## src/rtl/dcache_flush_walker.sv

```systemverilog
// DCache flush engine: walks every (set, way) of the tag array, writes back
// dirty lines, invalidates valid lines, then holds the cache until release.
module dcache_flush_walker #(
    parameter  int NUM_SETS   = 64,
    parameter  int NUM_WAYS   = 2,
    parameter  int LINE_BYTES = 16,
    parameter  int ADDR_W     = 32,
    localparam int INDEX_W    = $clog2(NUM_SETS),
    localparam int WAY_W      = (NUM_WAYS > 1) ? $clog2(NUM_WAYS) : 1,
    localparam int OFFSET_W   = $clog2(LINE_BYTES),
    localparam int TAG_W      = ADDR_W - INDEX_W - OFFSET_W
) (
    input  logic               clk,
    input  logic               rst,
    input  logic               cacheBusy,
    input  logic               flushReq,
    output logic               flushReqAck,
    output logic               flushComplete,
    input  logic               flushRelease,
    output logic               flushing,
    output logic               arrayRdEn,
    output logic [INDEX_W-1:0] arrayIndex,
    output logic [WAY_W-1:0]   arrayWay,
    input  logic               arrayRdValid,
    input  logic               arrayRdDirty,
    input  logic [TAG_W-1:0]   arrayRdTag,
    output logic               arrayInvEn,
    output logic               wbReq,
    output logic [ADDR_W-1:0]  wbAddr,
    input  logic               wbAck
);

    typedef enum logic [2:0] {
        S_IDLE     = 3'd0,
        S_READ     = 3'd1,
        S_CHECK    = 3'd2,
        S_WB       = 3'd3,
        S_COMPLETE = 3'd4,
        S_RELEASE  = 3'd5
    } state_t;

    state_t             r_state;
    state_t             w_state_nxt;
    logic [INDEX_W-1:0] r_set;
    logic [WAY_W-1:0]   r_way;
    logic [TAG_W-1:0]   r_tag;

    logic w_accept;
    logic w_dirty_hit;
    logic w_advance;
    logic w_way_last;
    logic w_last;

    assign w_accept    = (r_state == S_IDLE) && flushReq && !cacheBusy;
    assign w_dirty_hit = (r_state == S_CHECK) && arrayRdValid && arrayRdDirty;
    assign w_advance   = ((r_state == S_CHECK) && !(arrayRdValid && arrayRdDirty))
                       || ((r_state == S_WB) && wbAck);
    assign w_way_last  = (r_way == WAY_W'(NUM_WAYS - 1));
    assign w_last      = w_way_last && (r_set == INDEX_W'(NUM_SETS - 1));

    // State, walk counters and the tag of the line being written back
    always_ff @(posedge clk) begin
        if (rst) begin
            r_state <= S_IDLE;
            r_set   <= '0;
            r_way   <= '0;
            r_tag   <= '0;
        end else begin
            r_state <= w_state_nxt;
            if (w_accept) begin
                r_set <= '0;
                r_way <= '0;
            end else if (w_advance && !w_last) begin
                if (w_way_last) begin
                    r_way <= '0;
                    r_set <= r_set + INDEX_W'(1);
                end else begin
                    r_way <= r_way + WAY_W'(1);
                end
            end
            if (w_dirty_hit) begin
                r_tag <= arrayRdTag;
            end
        end
    end

    always_comb begin
        w_state_nxt = r_state;
        case (r_state)
            S_IDLE:     if (w_accept) w_state_nxt = S_READ;
            S_READ:     w_state_nxt = S_CHECK;
            S_CHECK: begin
                if (w_dirty_hit)    w_state_nxt = S_WB;
                else if (w_last)    w_state_nxt = S_COMPLETE;
                else                w_state_nxt = S_READ;
            end
            S_WB: begin
                if (wbAck) w_state_nxt = w_last ? S_COMPLETE : S_READ;
            end
            S_COMPLETE: w_state_nxt = S_RELEASE;
            S_RELEASE:  if (flushRelease) w_state_nxt = S_IDLE;
            default:    w_state_nxt = S_IDLE;
        endcase
    end

    // Invalidate clean hits at CHECK and dirty hits on the writeback handshake
    always_comb begin
        flushReqAck   = (r_state == S_IDLE) && !cacheBusy;
        flushComplete = (r_state == S_COMPLETE);
        flushing      = (r_state != S_IDLE);
        arrayRdEn     = (r_state == S_READ);
        arrayInvEn    = ((r_state == S_CHECK) && arrayRdValid && !arrayRdDirty)
                      || ((r_state == S_WB) && wbAck);
        wbReq         = (r_state == S_WB);
        arrayIndex    = r_set;
        arrayWay      = r_way;
        wbAddr        = ADDR_W'({r_tag, r_set}) << OFFSET_W;
    end

endmodule
```

## config.mk

```make
export PLATFORM = sky130hd
export DESIGN_NAME = dcache_flush_walker
export DESIGN_NICKNAME = d
export VERILOG_FILES = /design/src/rtl/dcache_flush_walker.sv
export SDC_FILE = /design/constraint.sdc
export NUM_CORES = 1
export LEC_CHECK = 0
export CAP_MARGIN = 5
export CORE_ASPECT_RATIO = 2
export CORE_MARGIN = 1.5
export CORE_UTILIZATION = 27
export CTS_CLUSTER_SIZE = 28
export DETAILED_ROUTE_END_ITERATION = 12
export GPL_ROUTABILITY_DRIVEN = 0
export MAX_ROUTING_LAYER = met4
export PLACE_DENSITY = 0.68
export RECOVER_POWER = 50
export SLEW_MARGIN = 20
export SYNTH_ARGS = -nofsm -noshare
export SYNTH_HDL_FRONTEND = slang
export SYNTH_SLANG_ARGS = --single-unit
export TNS_END_PERCENT = 50
```

## constraint.sdc

```tcl
create_clock -name clk -period 2.4 [get_ports clk]
set_input_delay 0.24 -clock clk [delete_from_list [all_inputs] [get_ports clk]]
set_output_delay 0.24 -clock clk [all_outputs]
set_load 0.02 [all_outputs]
```

==> reports/metrics.cfg <==
[run]
drv_cap=0

[routing]
wl_um=3999
via_per_inst=4.884
drtIter0Drc=30
routedWlPerCell_um=12.86
vias=1519
drc=0
drt-pass1-iter-count=4
antenna_left=0

[setup_path]
cp_top_family=buffers and inverters
cp_slowest_stage_delay_ns=0.61
end_kind=primary output
slowest_stage=clkdlybuf4s50_1
startpoint_type=register
cp_data_arrival_time_ns=1.81
crit_chain=nor3_1 -> inv_1 -> nor2_1 -> clkdlybuf4s50_1
rrSetupSlack_ns=0.46
worstPathRequired_ns=2.16
cp_max_fo=11
critPathBufInv=2
path_class=register to primary output

[placed_design]
io_buffers=70
dp_hpwl_um=3025

[pwr]
p_leak_nw=0.8454
p_sw_frac=0.2487
total_power_mw=1.184
vdd_ir_drop_max_mv=0.5456
p_int_mw=0.8897
p_comb_frac=0.153
seqPwrFrac=0.472
p_per_area_nw_per_um2=523.0
p_clk_frac=0.375
power.switching_mw=0.2946

[synth]
avgSynthCellArea_um2=7.867
synth-main-ff-cell=dfxtp_1
ys_ff_latch=32
synth_area_leaders=dfxtp_1, nand2_1, a21oi_1
async_flop_share=0
synth_seq_area_share=0.4263
yosysWarnings=0
synth_cell_types=40
netlist_area_um2=1503
synth.largest_area_cell=dfxtp_1
synth_edf_count=0
syn_inst=191
synth_top_area_share=0.4263

[die]
io_pins=75
die_area_um2=6049
core-area_um2=5373
die_w_um=55.75
initial_utilization=0.2797
die_h_um=108.5
num_rows=38

[timing]
setup_viol=0
drv_slew=0
setup_tns_ns=0
finClkSkew_ns=0.005185
slew_headroom=0.3662
holdWs_ns=0.4476
post-route-period-util=0.8535
finalCriticalPeriod_ns=2.049
rsz0062_at_grt=no
hold_viol=0
tightest_slew_ns=0.9508
fmax_mhz=488.2

[clocking]
cts_buffers=5
cts_setup_buffers=0
cts-root-buf=clkbuf_8
cts_hold_buffers=0
clk_pin_slew_ns=0.07
htreeDepth=2
cts_tree=built
clockBufferDepth=2
post_cts_resized=0
cts.sinks=32
clock_latency_ns=0.27

[grt]
grt_util_all_layers=0.1378
grt_pass1_vias=1398
grt_first_pass_wirelength_um=6368
grt_max_degree=27
gr-total-overflow=0
antenna_found_initial=0

[final_layout]
nets=282
drive_gt1_frac=0.04382
num_antenna_cells=0
fillers=556
area_growth_pct=50.71

[hold_path]
hold_class=register to register

[outcome]
outcome=completed

[state kept, by name, summed over array words and instances, names as in the netlist]
register and flops:
arrayIndex 6, r_tag 22, r_state 3, arrayWay 1
[final timing paths]
kind,start,end,cells after the start
setup reg to reg,r_state[0],r_tag[0],5
setup / recovery,r_state[1],flushReqAck,4
hold / removal,r_tag[17],r_tag[17],2
hold reg to reg,r_tag[17],r_tag[17],2
[synth_stat cells (all sizes together) (2+ instances only)]
master,instances
a21boi,4
a21oi,26
a41oi,2
and3,2
buf,14
clkbuf,9
dfxtp,32
inv,3
nand2,48
nand2b,3
nand3,3
nand3b,2
nand4,3
nor2,6
nor2b,2
nor3,4
nor3b,2
nor4,2
o21a,2
o21ai,2
o31ai,4
or4,3
[layout make-up]
type,count,area (um2),share of cell area
Tap cell,60,75.07,0.03315
Clock buffer,7,96.34,0.04254
Inverter,3,11.26,0.004972
Multi-Input combinational cell,136,721.9,0.3188
Timing Repair Buffer,73,719.4,0.3177
Sequential cell,32,640.6,0.2829
[per-stage QoR]
stage	utilization	instances	worst slack [ns]	area (um2)
floorplan	-	194	0.6831	1514
global placement	0.4043	304	0.3725	2172
detailed placement	0.4043	304	0.3470	2172
CTS	0.4222	311	0.3418	2268
global route	0.4215	311	0.1950	2265
finish	0.4215	311	0.3515	2265
[cells by family after synthesis]
family / after synthesis / synth area share
buffers and inverters: 26 / 0.1007
other: 1 / 0.002496
flip-flops: 32 / 0.4263
adder cells (fa/ha/maj): 1 / 0.008325
AO/OA/AOI/OAI: 45 / 0.1799
AND/OR/NAND/NOR: 85 / 0.2756
multiplexers: 1 / 0.006661
[cells in the final DEF, fill, tap and decap left out, types with 3 or more instances in the layout]
cell type / n
nand2_1: 48
clkdlybuf4s50_1: 48
dfxtp_1: 32
a21oi_1: 26
dlygate4sd3_1: 22
clkbuf_8: 7
nor2_1: 6
nor3_1: 4
o31ai_1: 4
conb_1: 4
inv_1: 3
nand4_1: 3
or4_1: 3
a21boi_1: 3
nand3_1: 3
[layer usage]
layer  wire length (um)  global-route usage  vias up  share of wire
li1                   -                   -      759              -
met1               1503              0.1308      710           0.38
met2               2305              0.2619       44           0.58
met3                117             0.02153        6          0.029
met4                 74             0.06969        0          0.019
met5                  0                   -        -              0
[worst register-to-register path, stage by stage (launching register included)]
cell and delay, ns:
dfxtp_1 0.54, and3b_1 0.27, nand2_1 0.08, clkbuf_1 0.71, nand2_1 0.12, a21oi_1 0.17
[power by group through the flow]
stage	registers (mW)	clock network [mW]	logic [mW]
after floorplan	0.568	0	0.0967
after global placement	0.570	0	0.184
after detailed placement	0.571	0	0.184
after CTS	0.559	0.462	0.185
after global routing	0.561	0.483	0.195
final	0.559	0.444	0.181
No activity file was read; power rests on OpenSTA's default activity.
